`src/rtl/pulse_seq_pkg.sv`:
```
// Shared types and default sizes for the pulse-burst sequencer.
package pulse_seq_pkg;

  localparam int unsigned WIDTH_DEF = 4;
  localparam int unsigned CNT_W_DEF = 8;

  typedef enum logic [1:0] {
    ST_IDLE = 2'd0,
    ST_RUN  = 2'd1,
    ST_FIN  = 2'd2
  } state_t;

endpackage

```
`src/rtl/pulse_seq_timebase.sv`:
```
// Period counter for the pulse sequencer.
// The counter counts 0..period-1 and o_wrap is registered high on the last count.
// load latches a new period and restarts at 0.
// clr forces count and wrap to 0 but keeps the latched period.
module pulse_seq_timebase
  import pulse_seq_pkg::*;
#(
  parameter int unsigned WIDTH = WIDTH_DEF
) (
  input  logic             i_clk,
  input  logic             i_rst_n,
  input  logic             i_load,
  input  logic             i_clr,
  input  logic             i_en,
  input  logic [WIDTH-1:0] i_period,
  output logic [WIDTH-1:0] o_count,
  output logic             o_wrap
);

  logic [WIDTH-1:0] r_period;
  logic [WIDTH-1:0] r_count;
  logic             r_wrap;
  logic [WIDTH-1:0] w_count_inc;
  logic [WIDTH-1:0] w_last;

  // Next count value and the terminal count for the latched period.
  always_comb begin
    w_count_inc = r_wrap ? '0 : r_count + 1'b1;
    w_last      = r_period - 1'b1;
  end

  // Counter register; load has priority over clear, clear over enable.
  always_ff @(posedge i_clk or negedge i_rst_n) begin
    if (!i_rst_n) begin
      r_period <= '0;
      r_count  <= '0;
      r_wrap   <= 1'b0;
    end else if (i_load) begin
      r_period <= i_period;
      r_count  <= '0;
      r_wrap   <= (i_period == WIDTH'(1));
    end else if (i_clr) begin
      r_count <= '0;
      r_wrap  <= 1'b0;
    end else if (i_en) begin
      r_count <= w_count_inc;
      r_wrap  <= (w_count_inc == w_last);
    end
  end

  assign o_count = r_count;
  assign o_wrap  = r_wrap;

endmodule

```
`src/rtl/pulse_seq_ctrl.sv`:
```
// Programmable pulse-burst generator: runs BURST periods of PERIOD cycles,
// PULSE high for the first HIGH_T cycles of each period, TC on each wrap,
// DONE strobe after the last period. All outputs are registered.
// Optional sticky completion interrupt: define PULSE_SEQ_IRQ_EN.
//
//  state | meaning
//  IDLE  | waiting for an acceptable START
//  RUN   | burst in progress, period counter running
//  FIN   | one-cycle DONE strobe, then back to IDLE
module pulse_seq_ctrl
  import pulse_seq_pkg::*;
#(
  parameter int unsigned WIDTH = WIDTH_DEF,
  parameter int unsigned CNT_W = CNT_W_DEF
) (
  input  logic             i_clk,
  input  logic             i_rst_n,
  input  logic             i_start,
  input  logic             i_stop,
  input  logic [WIDTH-1:0] i_period,
  input  logic [WIDTH-1:0] i_high_t,
  input  logic [CNT_W-1:0] i_burst,
  output logic             o_busy,
  output logic             o_pulse,
  output logic             o_tc,
  output logic             o_done,
`ifdef PULSE_SEQ_IRQ_EN
  output logic             o_irq,
  input  logic             i_irq_clr,
`endif
  output logic [WIDTH-1:0] o_count
);

  state_t           r_state;
  state_t           w_state_nxt;
  logic [WIDTH-1:0] r_high_t;
  logic [CNT_W-1:0] r_remaining;
  logic             w_accept;

  logic [WIDTH-1:0] w_count;
  logic             w_wrap;
  logic             w_tb_load;
  logic             w_tb_clr;
  logic             w_tb_en;

  logic [WIDTH-1:0] w_count_nxt;
  logic [WIDTH-1:0] w_high_nxt;
  logic             w_busy_nxt;
  logic             w_pulse_nxt;
  logic             w_done_nxt;
  logic             r_busy;
  logic             r_pulse;
  logic             r_done;

  // A start is only taken from IDLE, without STOP, and with a non-empty burst.
  assign w_accept = (r_state == ST_IDLE) && i_start && !i_stop &&
                    (i_period != '0) && (i_burst != '0);

  pulse_seq_timebase #(
    .WIDTH (WIDTH)
  ) u_timebase (
    .i_clk    (i_clk),
    .i_rst_n  (i_rst_n),
    .i_load   (w_tb_load),
    .i_clr    (w_tb_clr),
    .i_en     (w_tb_en),
    .i_period (i_period),
    .o_count  (w_count),
    .o_wrap   (w_wrap)
  );

  // State register.
  always_ff @(posedge i_clk or negedge i_rst_n) begin
    if (!i_rst_n) begin
      r_state <= ST_IDLE;
    end else begin
      r_state <= w_state_nxt;
    end
  end

  // Next-state logic; STOP overrides everything.
  always_comb begin
    w_state_nxt = r_state;
    if (i_stop) begin
      w_state_nxt = ST_IDLE;
    end else begin
      case (r_state)
        ST_IDLE: if (w_accept) w_state_nxt = ST_RUN;
        ST_RUN:  if (w_wrap && (r_remaining == CNT_W'(1))) w_state_nxt = ST_FIN;
        ST_FIN:  w_state_nxt = ST_IDLE;
        default: w_state_nxt = ST_IDLE;
      endcase
    end
  end

  // Output logic: next values of the registered outputs plus timebase controls.
  // Outputs are computed from the next state so they line up with it.
  always_comb begin
    w_count_nxt = '0;
    w_high_nxt  = w_accept ? i_high_t : r_high_t;
    w_busy_nxt  = 1'b0;
    w_pulse_nxt = 1'b0;
    w_done_nxt  = (w_state_nxt == ST_FIN);
    w_tb_load   = w_accept;
    w_tb_clr    = (w_state_nxt != ST_RUN);
    w_tb_en     = (r_state == ST_RUN);
    if (w_state_nxt == ST_RUN) begin
      if (!w_accept && !w_wrap) begin
        w_count_nxt = w_count + 1'b1;
      end
      w_busy_nxt  = 1'b1;
      w_pulse_nxt = (w_count_nxt < w_high_nxt);
    end
  end

  // Burst configuration latch and remaining-period counter.
  always_ff @(posedge i_clk or negedge i_rst_n) begin
    if (!i_rst_n) begin
      r_high_t    <= '0;
      r_remaining <= '0;
    end else if (w_accept) begin
      r_high_t    <= i_high_t;
      r_remaining <= i_burst;
    end else if ((r_state == ST_RUN) && w_wrap && !i_stop) begin
      r_remaining <= r_remaining - 1'b1;
    end
  end

  // Registered status outputs.
  always_ff @(posedge i_clk or negedge i_rst_n) begin
    if (!i_rst_n) begin
      r_busy  <= 1'b0;
      r_pulse <= 1'b0;
      r_done  <= 1'b0;
    end else begin
      r_busy  <= w_busy_nxt;
      r_pulse <= w_pulse_nxt;
      r_done  <= w_done_nxt;
    end
  end

`ifdef PULSE_SEQ_IRQ_EN
  logic r_irq;

  // Sticky completion flag; raised with DONE and held through the DONE
  // cycle so a clear coinciding with DONE loses.
  always_ff @(posedge i_clk or negedge i_rst_n) begin
    if (!i_rst_n) begin
      r_irq <= 1'b0;
    end else if (w_done_nxt || r_done) begin
      r_irq <= 1'b1;
    end else if (i_irq_clr) begin
      r_irq <= 1'b0;
    end
  end

  assign o_irq = r_irq;
`endif

  assign o_busy  = r_busy;
  assign o_pulse = r_pulse;
  assign o_tc    = w_wrap;
  assign o_done  = r_done;
  assign o_count = w_count;

endmodule

```
`config.mk`:
```
export PLATFORM = sky130hd
export DESIGN_NAME = pulse_seq_ctrl
export DESIGN_NICKNAME = d
export VERILOG_FILES = /design/src/rtl/pulse_seq_pkg.sv /design/src/rtl/pulse_seq_timebase.sv /design/src/rtl/pulse_seq_ctrl.sv
export SDC_FILE = /design/constraint.sdc
export NUM_CORES = 1
export LEC_CHECK = 0
export CAP_MARGIN = 20
export CORE_AREA = 3 3 62 64
export CTS_CLUSTER_DIAMETER = 200
export DETAILED_ROUTE_END_ITERATION = 8
export DIE_AREA = 0 0 65 67
export DONT_BUFFER_PORTS = 1
export PLACE_DENSITY = 0.63
export SYNTH_ARGS = -nofsm -noshare
export SYNTH_HDL_FRONTEND = slang
export SYNTH_HIERARCHICAL = 1
export SYNTH_SLANG_ARGS = --single-unit
```
`constraint.sdc`:
```
create_clock -name i_clk -period 2.9 [get_ports i_clk]
set_input_delay 0.87 -clock i_clk [delete_from_list [all_inputs] [get_ports i_clk]]
set_output_delay 0.87 -clock i_clk [all_outputs]
set_load 0.01 [all_outputs]
```
==> summary.md <==
The run gives 2570 microns as the total half-perimeter wirelength after legalization and detailed placement. Setup total negative slack on the finished layout was measured at 0 ns. The multi-input combinational cells in the finished layout cover a total of 883 sq um.

In the routed design, unresolved DRC markers number 0. The logs give 39.9% for the sequential element share of the synthesized area and 864 uW for the total power of the final layout. Setup repair after global routing left no endpoint under its margin.

The async set-reset flop share out of synthesis is 100%, and the worst ir drop on vdd is 0.000295 V. Count of buffer and inverter cells on the critical path: 1. Along the worst path, the maximum fanout reaches 5. The run gives 197 as the post-synthesis net count.

The layout overhead on the synthesized area was 3.45%; the total routing usage reported by global routing was 17.0%. The post-cts sizing count is 0, and the final critical path time including I/O delays and setup is 2.38 ns. The final setup violation count is 0, and the hold-fix buffer count after cts is 0. The per-cell via count in the routed design is 5.86, and the data arrival at the endpoint of the critical path is 2.64 ns. After detailed placement, the design holds a cell count of 211.

The diode insertion count for antenna repair is 0. After the first detailed-routing iteration, the DRC count stood at 66. 28 I/O pins were placed. For this configuration, the core starts out at a cell density of 48.9%.

Across the run, the number of max-cap violations was 0. STA puts the critical path data required time at 3.15 ns. The last weighted congestion value of the routability-driven placer is 0.866, and the count of port buffers added during placement is 0. The actual slew at the worst max-slew pin was 0.613 ns.

The number of levels the H-tree was split into was 1. The flow ran to the end, and the final reports show no timing, DRC or antenna violations. Maximum frequency from static timing analysis: 0.420 GHz. Summed over all layers, the routed wires come to 3360 microns.

Counting buffers and inverters, the worst setup path is 10 cells deep. The tree is rooted in a sky130_fd_sc_hd__clkbuf_4. The startpoint identified for the worst register-to-register timing path is r_state[0]$_DFF_PN0_.

Clock latency on the worst-skew pair, taken at its later pin, is 0.32 ns. The final number of max-transition violations came out at 0. Of the post-synthesis cell area, the dominant cell type holds 39.9%.

The floorplan step defined a core boundary enclosing 0.00334 sq mm. The floorplan step defined a die boundary enclosing 0.00436 sq mm. Global routing finished with a remaining overflow of 0. Sorting the synthesized cells by area gives the leading types as sky130_fd_sc_hd__dfrtp_1 40%, sky130_fd_sc_hd__ha_1 6.1%, sky130_fd_sc_hd__mux2_2 4.1%.

Once detail routing completed, the nets flagged for antenna violations numbered 0. The run gives 0.57 ns as the internal reg-to-reg setup slack. The source of the critical timing path is i_burst[0]. Launching element type of the critical path: an input pin. For the combined area of all synthesized cells, the log shows 0.00163 sq mm.

The cell type contributing the most total cell area after synthesis is sky130_fd_sc_hd__dfrtp_1. The worst hold path belongs to the class input pin to asynchronous set/reset pin. For this design the static power due to leakage is 0.000714 uW. The number of post-CTS setup repair buffers came out at 0. On the critical path, the stage with the largest delay is an instance of sky130_fd_sc_hd__nor4_1. The logs give 0 for the number of hold violations in the final report and 215 for the final non-filler cell total. Yosys synthesis warning count: 6. The clock transition time at the flip-flop clock pins of the worst setup and hold paths is 0.14 ns.

The final clock period utilization by the worst path came out at 82.2%. In this run the critical register-to-register path is captured at o_pulse$_DFF_PN0_. The number of different library cells used by synthesis comes to 45.

From bottom edge to top edge, the die measures 67 microns. Measured against its own limit, the worst slew margin works out to 59.0%. The die boundary width was 65 microns. Counting the buffers created by CTS gives 3. The initial antenna violation count came out at 0. First-pass GRT wire length: 5710 microns.

The last element of the critical path is o_pulse$_DFF_PN0_. Counting every sink on the clock net gives 26. The routed wire length per instance works out to 15.6 microns.

The post-route netlist has 14.2% of its cells at a drive strength greater than 1. In this run, synthesis produced a sequential element count of 26. The area taken by flip-flops and latches was 651 sq um; the buffer depth of the longest clock path was 2. The largest net degree at the start of global routing was 27; the number of vias in the routed layout was 1,259. The critical path goes through nor4_1 -> nand2_1 -> nand2_2 -> buf_4 -> mux2i_1 -> ha_1 -> nor2b_1 -> o21ai_0 -> a21oi_1 -> o22ai_1. The worst setup path is captured at a flop.

The maximum clock skew at final layout was 0.00620 ns; the cell count after synthesis was 169. For the net count reported at finish, the log shows 198. Fill cells in the final layout number 323. The tools report the total number of placement rows as 21. TritonCTS built the clock tree. The kind of cell with the highest combined delay along the critical path is simple AND/OR/NAND/NOR gates. The synthesized design contains 0 enable-type register cells.

The mean cell area of the mapped netlist is 9.65 sq um, and the number of detailed-route iterations in the first pass is 4. In this run the power density over the cells is 512 mW/mm^2. The number of cells on the worst reg-to-reg path is 10. The primary flip-flop cell chosen by synthesis mapping was sky130_fd_sc_hd__dfrtp_1. The delay of the slowest critical-path stage works out to 0.28 ns. The critical path is of the input pin to flop type. Number of global-route vias before repair: 1,276.
==> cell usage after synthesis (2+ instances only) <==
library cell	n
sky130_fd_sc_hd__nor3b_1	2
sky130_fd_sc_hd__or3_1	2
sky130_fd_sc_hd__or2_2	2
sky130_fd_sc_hd__xor2_1	4
sky130_fd_sc_hd__nand2_1	12
sky130_fd_sc_hd__dfrtp_1	26
sky130_fd_sc_hd__mux2i_1	4
sky130_fd_sc_hd__nand3_1	3
sky130_fd_sc_hd__nor4_1	7
sky130_fd_sc_hd__a21o_1	2
sky130_fd_sc_hd__clkbuf_1	2
sky130_fd_sc_hd__buf_6	4
sky130_fd_sc_hd__o21ai_0	10
sky130_fd_sc_hd__nor3_1	8
sky130_fd_sc_hd__nor2_1	10
sky130_fd_sc_hd__nor4_2	2
sky130_fd_sc_hd__mux2_2	6
sky130_fd_sc_hd__xnor2_1	7
sky130_fd_sc_hd__ha_1	8
sky130_fd_sc_hd__o31ai_1	2
sky130_fd_sc_hd__nand2b_1	3
sky130_fd_sc_hd__a31o_2	2
sky130_fd_sc_hd__a21oi_1	11
sky130_fd_sc_hd__inv_1	9
==> state kept, by name, indices dropped and copies added, names as in the netlist <==
name	cells
r_remaining	8
r_high_t	4
u_timebase/o_count	4
u_timebase/r_period	4
r_state	2
o_busy	1
o_done	1
o_pulse	1
u_timebase/o_wrap	1
==> worst min-delay path by stage <==
stage | from | endpoint | slack (ns) | cells past startpoint
floorplan | r_high_t[0]$_DFF_PN0_ | r_high_t[0]$_DFF_PN0_ | 0.47 | 1
global placement | r_high_t[0]$_DFF_PN0_ | r_high_t[0]$_DFF_PN0_ | 0.49 | 1
detailed placement | r_high_t[0]$_DFF_PN0_ | r_high_t[0]$_DFF_PN0_ | 0.49 | 1
CTS | i_rst_n | r_high_t[2]$_DFF_PN0_ | 0.20 | 0
global route | i_rst_n | r_high_t[2]$_DFF_PN0_ | 0.18 | 0
finish | i_rst_n | r_remaining[0]$_DFFE_PN0P_ | 0.22 | 0
==> layer usage <==
| layer | vias to the layer above | GRT usage (%) | wire length, microns |
|---|---|---|---|
| li1 | 613 | - | - |
| met1 | 614 | 18.6 | 1390 |
| met2 | 26 | 31.5 | 1730 |
| met3 | 6 | 5.06 | 180 |
| met4 | 0 | 5.28 | 55 |
| met5 | - | 0 | 0 |
==> through the flow <==
stage,setup slack (ns),hold slack (ns),utilization [%],instance area [sq um]
4_1_cts,0.526,0.204,50.6,1690
6_report,0.517,0.216,50.6,1690
5_1_grt,0.362,0.178,50.6,1690
2_1_floorplan,0.238,0.474,-,1630
3_5_place_dp,0.185,0.489,49.5,1650
3_3_place_gp,0.277,0.487,49.5,1650
==> area by class of cell <==
type,count,share of cell area [%]
inverter,10,2.22
multi-input combinational,126,52.3
clock buffer,4,2.15
sequential,26,38.5
timing repair buffer,3,1.33
tap,46,3.41
==> power breakdown <==
part           internal [uW]  leakage [uW]  total [uW]  switching (uW)
clock network           76.8     0.0000210         184             108
registers                412      0.000331         466            54.2
logic                    108      0.000362         214             106
total                    597      0.000714         864             267
==> cells by family (layout without fill, tap and decap cells) <==
group	count (synthesis)	in the layout	share of synthesized area (%)
XOR/XNOR	11	11	5.90
buffers and inverters	17	17	5.98
AND/OR/NAND/NOR	60	60	21.0
adder cells (fa/ha/maj)	8	8	6.14
AO/OA/AOI/OAI	37	37	14.5
flip-flops	26	26	39.9
multiplexers	10	10	6.59
==> cell usage in the layout (no fill, tap or decap), types with 2 or more instances in the layout <==
master / n
sky130_fd_sc_hd__a21o_1: 2
sky130_fd_sc_hd__mux2i_1: 4
sky130_fd_sc_hd__mux2_2: 6
sky130_fd_sc_hd__nor2_1: 10
sky130_fd_sc_hd__clkbuf_4: 3
sky130_fd_sc_hd__o31ai_1: 2
sky130_fd_sc_hd__xnor2_1: 7
sky130_fd_sc_hd__xor2_1: 4
sky130_fd_sc_hd__a31o_2: 2
sky130_fd_sc_hd__nor3_1: 8
sky130_fd_sc_hd__ha_1: 8
sky130_fd_sc_hd__or2_2: 2
sky130_fd_sc_hd__buf_4: 3
sky130_fd_sc_hd__inv_1: 9
sky130_fd_sc_hd__nand3_1: 3
sky130_fd_sc_hd__nand2_1: 12
sky130_fd_sc_hd__nor3b_1: 2
sky130_fd_sc_hd__a21oi_1: 11
sky130_fd_sc_hd__nor4_1: 7
sky130_fd_sc_hd__o21ai_0: 10
sky130_fd_sc_hd__nand2b_1: 3
sky130_fd_sc_hd__nor4_2: 2
sky130_fd_sc_hd__dfrtp_1: 26
sky130_fd_sc_hd__or3_1: 2
==> worst register-to-register path, delay by kind of cell, from the launching register on <==
kind            cells  cell delay (ns)
flops               1             0.42
mux                 1             0.26
buf+inv             1             0.17
fa+ha+maj           1             0.30
compound gates      4             0.55
simple gates        3             0.57
(Power assumes the default switching activity.)
